$ cat src/rtl/mc6502_pkg.sv
// -----------------------------------------------------------------------------
// mc6502_pkg
// Shared definitions for the 6502 interrupt sequencer slice.
//   seq_state_t    : sequencer FSM states, IDLE through DONE
//   int_src_t      : which event started the current sequence
//   VEC_NMI_LO     : low byte address of the NMI vector
//   VEC_IRQ_LO     : low byte address of the IRQ/BRK vector
//   vector_addr()  : vector byte address for a source, low or high byte
//   pushed_status(): status byte as it is written to the stack
// -----------------------------------------------------------------------------
package mc6502_pkg;

    typedef enum logic [2:0] {
        IDLE,
        PUSH_PCH,
        PUSH_PCL,
        PUSH_P,
        VEC_LO,
        VEC_HI,
        DONE
    } seq_state_t;

    typedef enum logic [1:0] {
        SRC_NMI,
        SRC_IRQ,
        SRC_BRK
    } int_src_t;

    localparam logic [15:0] VEC_NMI_LO = 16'hFFFA;
    localparam logic [15:0] VEC_IRQ_LO = 16'hFFFE;

    // IRQ and BRK share one vector; only NMI has its own.
    function automatic logic [15:0] vector_addr(input int_src_t src, input logic hi);
        logic [15:0] base;
        base = (src == SRC_NMI) ? VEC_NMI_LO : VEC_IRQ_LO;
        return base | {15'b0, hi};
    endfunction

    // Bit 5 always reads as 1 on the stack; bit 4 (B) tells the handler
    // whether the entry came from a BRK instruction or a hardware interrupt.
    function automatic logic [7:0] pushed_status(input logic [7:0] psr, input logic brk);
        return (psr & 8'hCF) | 8'h20 | (brk ? 8'h10 : 8'h00);
    endfunction

endpackage

$ cat src/rtl/mc6502_nmi_edge_detector.sv
// -----------------------------------------------------------------------------
// mc6502_nmi_edge_detector
// Latches a pending NMI on a high-to-low transition of the active-low NMI pin.
//   clk     in  : clock
//   rst_x   in  : asynchronous active-low reset
//   nmi_x   in  : NMI pin, active low
//   clear   in  : acknowledge; drops the pending flag
//   pending out : an NMI edge has been seen and not yet serviced
// -----------------------------------------------------------------------------
module mc6502_nmi_edge_detector (
    input  logic clk,
    input  logic rst_x,
    input  logic nmi_x,
    input  logic clear,
    output logic pending
);

    logic nmi_prev;
    logic edge_seen;

    assign edge_seen = nmi_prev & ~nmi_x;

    // The sampler resets to 1 so a pin held low through reset still produces
    // one edge afterwards. A new edge coinciding with an acknowledge wins, so
    // that NMI is not lost.
    always_ff @(posedge clk or negedge rst_x) begin
        if (!rst_x) begin
            nmi_prev <= 1'b1;
            pending  <= 1'b0;
        end else begin
            nmi_prev <= nmi_x;
            pending  <= (pending & ~clear) | edge_seen;
        end
    end

endmodule

$ cat src/rtl/mc6502_interrupt_sequencer.sv
// -----------------------------------------------------------------------------
// mc6502_interrupt_sequencer
// Runs the 6502 interrupt entry: push PCH, PCL, P to the stack page, fetch
// the vector, then load PC/SP and set the I flag in one strobe cycle.
//   clk, rst_x          : clock, asynchronous active-low reset
//   i_nmi_x, i_irq_x    : interrupt pins (NMI edge, IRQ level), active low
//   i_brk               : one-cycle BRK request from the decoder
//   i_boundary          : core is at an instruction boundary
//   i_psr, i_pc, i_sp   : state captured when a sequence starts
//   i_data, i_ready     : bus read data and access-complete handshake
//   o_addr/o_data/o_we/o_re : bus request
//   o_pc/o_set_pc, o_sp/o_set_sp, o_i/o_set_i : register updates at the end
//   o_busy              : a sequence is in progress
// -----------------------------------------------------------------------------
module mc6502_interrupt_sequencer
    import mc6502_pkg::*;
#(
    parameter logic [7:0] STACK_PAGE = 8'h01
) (
    input  logic        clk,
    input  logic        rst_x,
    input  logic        i_nmi_x,
    input  logic        i_irq_x,
    input  logic        i_brk,
    input  logic        i_boundary,
    input  logic [7:0]  i_psr,
    input  logic [15:0] i_pc,
    input  logic [7:0]  i_sp,
    input  logic [7:0]  i_data,
    input  logic        i_ready,
    output logic [15:0] o_addr,
    output logic [7:0]  o_data,
    output logic        o_we,
    output logic        o_re,
    output logic [15:0] o_pc,
    output logic        o_set_pc,
    output logic [7:0]  o_sp,
    output logic        o_set_sp,
    output logic        o_i,
    output logic        o_set_i,
    output logic        o_busy
);

    seq_state_t state;
    seq_state_t state_next;

    int_src_t   src_q;
    int_src_t   start_src;
    logic [15:0] pc_q;
    logic [7:0]  sp_q;
    logic [7:0]  psr_q;
    logic [7:0]  vec_lo_q;
    logic [7:0]  vec_hi_q;

    logic start;
    logic nmi_pending;
    logic nmi_clear;
    logic sp_dec;
    logic load_lo;
    logic load_hi;

    mc6502_nmi_edge_detector u_nmi_edge (
        .clk     (clk),
        .rst_x   (rst_x),
        .nmi_x   (i_nmi_x),
        .clear   (nmi_clear),
        .pending (nmi_pending)
    );

    always_ff @(posedge clk or negedge rst_x) begin
        if (!rst_x) begin
            state <= IDLE;
        end else begin
            state <= state_next;
        end
    end

    // Snapshot of the interrupted context plus the sequence's working stack
    // pointer. After the three pushes sp_q already holds the final SP.
    always_ff @(posedge clk or negedge rst_x) begin
        if (!rst_x) begin
            src_q    <= SRC_IRQ;
            pc_q     <= 16'h0000;
            sp_q     <= 8'h00;
            psr_q    <= 8'h00;
            vec_lo_q <= 8'h00;
            vec_hi_q <= 8'h00;
        end else begin
            if (start) begin
                src_q <= start_src;
                pc_q  <= i_pc;
                sp_q  <= i_sp;
                psr_q <= i_psr;
            end else if (sp_dec) begin
                sp_q <= sp_q - 8'd1;
            end
            if (load_lo) begin
                vec_lo_q <= i_data;
            end
            if (load_hi) begin
                vec_hi_q <= i_data;
            end
        end
    end

    // Every bus state only advances on i_ready, so a stalled access keeps
    // its address and data stable because both derive from held registers.
    always_comb begin
        state_next = state;
        start      = 1'b0;
        start_src  = SRC_IRQ;
        nmi_clear  = 1'b0;
        sp_dec     = 1'b0;
        load_lo    = 1'b0;
        load_hi    = 1'b0;
        o_addr     = 16'h0000;
        o_data     = 8'h00;
        o_we       = 1'b0;
        o_re       = 1'b0;
        o_pc       = 16'h0000;
        o_set_pc   = 1'b0;
        o_sp       = 8'h00;
        o_set_sp   = 1'b0;
        o_i        = 1'b0;
        o_set_i    = 1'b0;
        o_busy     = 1'b1;

        case (state)
            IDLE: begin
                o_busy = 1'b0;
                if (i_boundary) begin
                    if (nmi_pending) begin
                        start     = 1'b1;
                        start_src = SRC_NMI;
                        nmi_clear = 1'b1;
                    end else if (i_brk) begin
                        start     = 1'b1;
                        start_src = SRC_BRK;
                    end else if (!i_irq_x && !i_psr[2]) begin
                        start     = 1'b1;
                        start_src = SRC_IRQ;
                    end
                end
                if (start) begin
                    state_next = PUSH_PCH;
                end
            end
            PUSH_PCH: begin
                o_we   = 1'b1;
                o_addr = {STACK_PAGE, sp_q};
                o_data = pc_q[15:8];
                if (i_ready) begin
                    sp_dec     = 1'b1;
                    state_next = PUSH_PCL;
                end
            end
            PUSH_PCL: begin
                o_we   = 1'b1;
                o_addr = {STACK_PAGE, sp_q};
                o_data = pc_q[7:0];
                if (i_ready) begin
                    sp_dec     = 1'b1;
                    state_next = PUSH_P;
                end
            end
            PUSH_P: begin
                o_we   = 1'b1;
                o_addr = {STACK_PAGE, sp_q};
                o_data = pushed_status(psr_q, src_q == SRC_BRK);
                if (i_ready) begin
                    sp_dec     = 1'b1;
                    state_next = VEC_LO;
                end
            end
            VEC_LO: begin
                o_re   = 1'b1;
                o_addr = vector_addr(src_q, 1'b0);
                if (i_ready) begin
                    load_lo    = 1'b1;
                    state_next = VEC_HI;
                end
            end
            VEC_HI: begin
                o_re   = 1'b1;
                o_addr = vector_addr(src_q, 1'b1);
                if (i_ready) begin
                    load_hi    = 1'b1;
                    state_next = DONE;
                end
            end
            DONE: begin
                o_pc       = {vec_hi_q, vec_lo_q};
                o_set_pc   = 1'b1;
                o_sp       = sp_q;
                o_set_sp   = 1'b1;
                o_i        = 1'b1;
                o_set_i    = 1'b1;
                state_next = IDLE;
            end
            default: begin
                state_next = IDLE;
            end
        endcase
    end

endmodule

$ cat config.mk
export PLATFORM = sky130hd
export DESIGN_NAME = mc6502_interrupt_sequencer
export DESIGN_NICKNAME = d
export VERILOG_FILES = /design/src/rtl/mc6502_pkg.sv /design/src/rtl/mc6502_nmi_edge_detector.sv /design/src/rtl/mc6502_interrupt_sequencer.sv
export SDC_FILE = /design/constraint.sdc
export NUM_CORES = 1
export LEC_CHECK = 0
export CORE_UTILIZATION = 45
export DETAILED_ROUTE_END_ITERATION = 16
export PLACE_DENSITY = 0.81
export SKIP_CTS_REPAIR_TIMING = 1
export SLEW_MARGIN = 40
export SYNTH_ARGS = -nofsm -noshare
export SYNTH_HDL_FRONTEND = slang
export SYNTH_SLANG_ARGS = --single-unit
$ cat constraint.sdc
create_clock -name clk -period 4.44 [get_ports clk]
set_input_delay 1.11 -clock clk [delete_from_list [all_inputs] [get_ports clk]]
set_output_delay 1.11 -clock clk [all_outputs]
set_load 0.03 [all_outputs]
==> impl_metrics.yaml <==
status:
  status: "complete, no violations"
yosys:
  ys_seq_area_frac: 0.484
  syn_nets: 348
  syn-instance-count: 300
  yosysWarnings: 0
  avgSynthCellArea_um2: 9.14
  ys_ff_latch: 53
  netlist_area_um2: 2740
  synth_cell_types: 40
timing:
  fin_crit_ps: 3870
  rsz0062_at_grt: "false"
  setup_viol: 0
  finalHoldViolations: 0
  post-route-period-util: 0.871
  fmax_mhz: 258
  finalClockSkew_ps: 3.19
  fin_setup_tns_ps: 0
  slew_viol_final: 0
  setup_ws_ps: 571
  worst_pin_slew_ps: 776
  slew_headroom: 0.483
floorplanning:
  std_cell_rows: 28
  die_area_um2: 6410
  die_h_um: 80.1
  dieWidth_um: 80.1
  io-pin-count: 102
  start_util: 0.466
  core_um2: 5890
grt:
  grt_pass1_wl_um: 10500
  grt_pass1_vias: 2244
  antenna_found_initial: 0
  grt.total_usage: 0.210
  grt_max_degree: 30
  overflow: 0
clock_network:
  clock_path_buffers: 2
  cts_root_buf: "clkbuf_8"
  htreeDepth: 2
  cts_tree: "done"
  clock_latency_ps: 300
  cts_made_buffers: 5
  cts.reportedPaths.clkPinSlew_ps: 90
  numClockSinks: 53
critical_path:
  path_class: "reg2out"
  crit_path_end_kind: "output port"
  r2r_slack_ps: 2140
  worstPathArrival_ps: 2760
  r2r_cells: 4
  r2r_end: "sp_q[2]"
  crit_path_max_fanout: 22
  rr_startpoint: "state[0]"
  startpoint_type: "flop"
  cp.required_ps: 3330
detailed_routing:
  dr.pass1.iters: 4
  wire_per_inst_um: 13.6
  final_antenna_net_count: 0
  drcViolationCount: 0
  finalWirelength_um: 6230
  num_vias: 2353
  drt_iter0_markers: 86
  routed_via_density: 5.12
power:
  peakVddDrop_v: 0.000439
  power_density_nw_per_um2: 713
  finalPower_mw: 2.74
  p_leak_nw: 1.72
layout:
  drive_gt1_frac: 0.114
  syn2layout_area_growth_pct: 40.2
  final_area_um2: 3850
  diodes: 0
  finalNetCount: 432
min_path:
  hold_end: "pc_q[14]"
  whs_path_depth: 2
  hp-start: "pc_q[14]"
  hold_class: "reg2reg"
placement:
  port-buffer-count: 99
  dp_hpwl_um: 4520
  gp_congestion: 0.775
  pre_cts_ws_ps: 933
  placed_area_um2: 3730
flow_run:
  drv_cap: 0
[report_power, final]
group	leakage, nW	switching [mW]	internal [mW]	total, mW
combinational	1.02	0.822	0.650	1.47
clock	0.0574	0.156	0.183	0.340
sequential	0.649	0.221	0.709	0.930
[flip-flops by register name, indices dropped and copies added, names as in the netlist]
| register | count |
|---|---|
| vec_hi_q | 8 |
| state | 3 |
| vec_lo_q | 8 |
| psr_q | 6 |
| sp_q | 8 |
| src_q | 2 |
| pc_q | 16 |
| u_nmi_edge.nmi_prev | 1 |
| u_nmi_edge.pending | 1 |
[layout by cell type, fill, tap and decap left out, drive strengths merged]
master,synthesis,final
clkdlybuf4s50,0,98
nand2,88,88
dfrtp,51,51
mux2,22,22
and2,22,22
nor2,20,20
o21ai,10,10
a22oi,7,7
inv,7,7
clkbuf,8,6
nand3,5,5
buf,18,5
a21oi,4,4
nand2b,4,4
nor3,4,4
xor2,3,3
nor3b,3,3
nor2b,2,2
or4,2,2
mux2i,2,2
o211ai,2,2
o31ai,2,2
dfstp,2,2
o311ai,2,2
nand4,2,2
o21ba,1,1
o22ai,1,1
o311a,1,1
a221o,1,1
o211a,1,1
a22o,1,1
a31oi,1,1
ha,1,1
clkinvlp,0,1
bufinv,0,1
[logic make-up (layout without fill, tap and decap cells)]
group           count (synthesis)  count (layout)  share of synthesized area
simple gates                  152             152                      0.257
flops                          53              53                      0.484
compound gates                 34              34                     0.0844
buf+inv                        33             118                     0.0620
mux                            24              24                     0.0976
xor+xnor                        3               3                    0.00958
fa+ha+maj                       1               1                    0.00456
[how the worst max path moves through the flow]
stage	start	endpoint	depth (start not counted)
after floorplan	state[1]	o_pc[10]	5
after global placement	state[1]	o_data[6]	4
final	state[1]	o_data[0]	4
after global routing	state[1]	o_data[0]	4
after CTS	state[1]	o_data[0]	4
after detailed placement	state[1]	o_data[0]	4
[synthesized netlist by cell type (all sizes together)]
library cell | n | area share
a21oi | 4 | 0.0073
a221o | 1 | 0.0036
a22o | 1 | 0.0032
a22oi | 7 | 0.019
a31oi | 1 | 0.0023
and2 | 22 | 0.050
buf | 18 | 0.042
clkbuf | 8 | 0.011
dfrtp | 51 | 0.47
dfstp | 2 | 0.019
ha | 1 | 0.0046
inv | 7 | 0.0096
mux2 | 22 | 0.090
mux2i | 2 | 0.0073
nand2 | 88 | 0.12
nand2b | 4 | 0.0091
nand3 | 5 | 0.011
nand4 | 2 | 0.0068
nor2 | 20 | 0.027
nor2b | 2 | 0.0046
nor3 | 4 | 0.0091
nor3b | 3 | 0.012
o211a | 1 | 0.0036
o211ai | 2 | 0.0055
o21ai | 10 | 0.018
o21ba | 1 | 0.0036
o22ai | 1 | 0.0023
o311a | 1 | 0.0036
o311ai | 2 | 0.0064
o31ai | 2 | 0.0055
or4 | 2 | 0.0055
xor2 | 3 | 0.0096
[worst max-delay path: stages (launching register included)]
cell and delay [ps]:
dfrtp_1 810, nor2b_1 530, a22oi_1 200, nor2_1 200
clkdlybuf4s50_1 710
[cell type report]
cell class | count | area [um2]
clock inverter | 2 | 37.5
tap | 75 | 93.8
fill | 499 | 2040
multi-input combinational | 214 | 1260
sequential | 53 | 1330
inverter | 7 | 26.3
timing repair buffer | 103 | 1020
clock buffer | 6 | 82.6
[per-layer routing]
layer,up-vias,share of wire,track usage
li1,1153,-,-
met1,1093,0.44,0.270
met2,98,0.49,0.363
met3,9,0.068,0.0466
met4,0,0.0091,0.0446
met5,-,0,0
[through the flow]
step	utilization	hold WS, ps	std cells
finish	0.653	480	460
floorplan	-	440	300
global route	0.653	501	460
global placement	0.633	455	452
CTS	0.653	483	460
detailed placement	0.633	459	452
(Power assumes the default switching activity.)
==> edit (config.mk and constraints unchanged) <==
Make the reset (`rst_x`) synchronous in 3 clocked blocks. Comments in the files are not updated.
--- a/src/rtl/mc6502_nmi_edge_detector.sv
+++ b/src/rtl/mc6502_nmi_edge_detector.sv
@@ -25,3 +25,3 @@
     // that NMI is not lost.
-    always_ff @(posedge clk or negedge rst_x) begin
+    always_ff @(posedge clk) begin
         if (!rst_x) begin
--- a/src/rtl/mc6502_interrupt_sequencer.sv
+++ b/src/rtl/mc6502_interrupt_sequencer.sv
@@ -69,3 +69,3 @@
 
-    always_ff @(posedge clk or negedge rst_x) begin
+    always_ff @(posedge clk) begin
         if (!rst_x) begin
@@ -79,3 +79,3 @@
     // pointer. After the three pushes sp_q already holds the final SP.
-    always_ff @(posedge clk or negedge rst_x) begin
+    always_ff @(posedge clk) begin
         if (!rst_x) begin
Formal check against the unedited RTL: differs if rst_x is asserted again (counterexample within 4 cycles, from zero or initial values and one cycle with rst_x low); with rst_x held inactive, the same outputs for 10 cycles.
==> edit against the unedited design <==
Utilization fell by 0.065 points; synthesized area fell by 2.7%; worst hold slack got worse by 0.026 ns; critical path depth rose by 1; setup slack got worse by 0.017 ns; count of clock-buffer cells in the layout did not move; routed wire length rose by 4.8%; sequential cell count did not move; die area fell by 2.7%; critical endpoint is now o_pc[10]; sequential share of layout area fell by 5.5 points; final area fell by 4.8%.
Power is not compared: it rests on default switching activity, and its combinational part moved more than twofold at a synthesized area within 25%.
==> edit: results (changes against the unedited design) <==
| Metric | Value |
|---|---|
| Compound-Gate Fraction of Synth Area | `18.2% (+9.7 points)` |
| Max FO, Critical Path | `18 (-18%)` |
| Reg with most FFs | `pc_q` |
| Placement-stage cell area | `3570 µm² (-4.1%)` |
| Post-synthesis mux area share | `3.75% (-6.0 points)` |
| Synth Area in Adders | `0.469% (+0.013 points)` |
| DR vias | `2620 (+11%)` |
| Crit path DAT | `2.78 ns (+0.02 ns)` |
| ANT cells | `0 (unchanged)` |
| Number of synthesis warnings | `0 (unchanged)` |
| Syn nets | `402 (+16%)` |
| First-pass iteration count of the detailed router | `6 (+2)` |
| Gr usage total | `21.5% (+0.52 points)` |
| Synth Instances | `354 (+18%)` |
| IO Port Bufs | `99 (unchanged)` |
| Most common library cells after synthesis | `nand2_1 (101), dfxtp_1 (53), a21oi_1 (47), and2_1 (21), nor2_1 (15)` |
| Crit-path leading delay family | `buffers and inverters` |
| First-pass GRT wire length | `10700 µm (+2.3%)` |
| Slowest stage delay, CP | `0.70 ns (-0.11 ns)` |
| Pre-CTS setup slack | `0.867 ns (-0.0659 ns)` |
| DR iter-0 viols | `156 (+81%)` |
| Pin count of the biggest net entering global routing | `46 (+53%)` |
| WL/cell | `13.0 µm (-4.0%)` |
| GPL Wtd Cong | `0.773 (-0.26%)` |
| Synth Area in XOR/XNOR | `0.657% (-0.30 points)` |
| Slowest CP cell | `dfxtp_1` |
| Max H-tree Level | `2 (unchanged)` |
| Fin cells | `502 (+9.1%)` |
| Seq/Total Area, Yosys | `39.8% (-8.7 points)` |
| Clk Latency, worst-skew pair | `0.31 ns` |
| Nets | `477 (+10%)` |
| CTS root buffer | `clkbuf_8` |
| VDD IR max | `232 µV` |
| CTS max path bufs | `2 (unchanged)` |
| Initial antenna violation count | `0 (unchanged)` |
| Fill cells | `533 (+6.8%)` |
| CTS Buf Count | `5 (unchanged)` |
| Synth Flop Type | `dfxtp_1` |
| Yosys cell types | `46 (+15%)` |
| Vias in the first global route | `2332 (+3.9%)` |
| Clock slew at reported path FFs | `0.10 ns` |
| LEAKAGE | `1.33 nW` |
| Worst Skew | `0.00872 ns (+0.00554 ns)` |
| Synth async-reset ratio | `0% (-100 points)` |
| Max reg flops | `16 (unchanged)` |
| Layout cell share with drive strength beyond 1 | `6.05% (-5.4 points)` |
| Slew HR | `49.5% (+1.2 points)` |
| Synth top area cells | `dfxtp_1 (40%), nand2_1 (14%), a21oi_1 (8.8%)` |
| DPL Wire Length | `4550 µm (+0.73%)` |
| # placed instances | `494 (+9.3%)` |
| HP Class | `register to register` |
| Status | `complete, no violations` |
## edit: changes by cell type in the layout (fill, tap and decap cells not counted), moves of 3 or more
cell	change
dfxtp_1	+52
mux2_2	-16
a21oi_1	+43
nor2_1	-5
nor2b_1	+3
nand2_1	+14
nor3_1	+3
dfrtp_1	-51
## edit: cells by family after synthesis
family / count (synthesis)
muxes: 8
AOI/OAI and AO/OA: 80
DFF: 53
buffers and inverters: 42
adders and majority gates: 1
and+or+nand+nor: 168
xor gates and xnor gates: 2
## edit: power by group
part	switching [mW]	internal, mW
clock	0.163	0.112
combinational	0.143	0.124
sequential	0.0317	0.506
total	0.338	0.741
## edit: area by class of cell
cell class	count	area, µm²	area share [%]
multi-input combinational	259	1380	37.7
sequential	53	1060	29.0
timing repair buffer	101	1010	27.5
tap	72	90.1	2.46
clock buffer	6	72.6	1.98
inverter	9	33.8	0.923
clock inverter	2	15.0	0.410
## edit: tightest hold or removal path, stage by stage, from the launching register on
cell     delay [ns]
dfxtp_1        0.32
nand2_1        0.05
a21oi_1        0.05
## edit: routing by layer
layer / GRT usage, % / up-vias / wire length [µm] / share of wire [%]
met5: 0 / - / 0 / 0
met4: 5.82 / 0 / 77 / 1.2
met3: 4.83 / 12 / 434 / 6.6
met2: 36.9 / 111 / 3090 / 47
met1: 27.1 / 1180 / 2930 / 45
li1: - / 1317 / - / -
## edit: metrics by stage
step	util (%)	hold slack [ns]	power (mW)
final	65.3	0.454	1.08
after global placement	63.6	0.440	0.809
after global routing	65.3	0.472	1.13
after floorplan	-	0.432	0.722
after CTS	65.3	0.457	1.09
after detailed placement	63.7	0.444	0.814
## edit: path summary, 6_finish.rpt
kind | slack [ns] | start | to | cells after the start
setup / recovery | 0.55 | state[2]$_SDFFE_PN0P_ | o_pc[10] | 5
hold / removal | 0.45 | vec_hi_q[5]$_SDFFE_PN0P_ | vec_hi_q[5]$_SDFFE_PN0P_ | 2
setup reg to reg | 2.31 | state[2]$_SDFFE_PN0P_ | src_q[1]$_SDFFE_PN0P_ | 4
hold reg to reg | 0.45 | vec_hi_q[5]$_SDFFE_PN0P_ | vec_hi_q[5]$_SDFFE_PN0P_ | 2
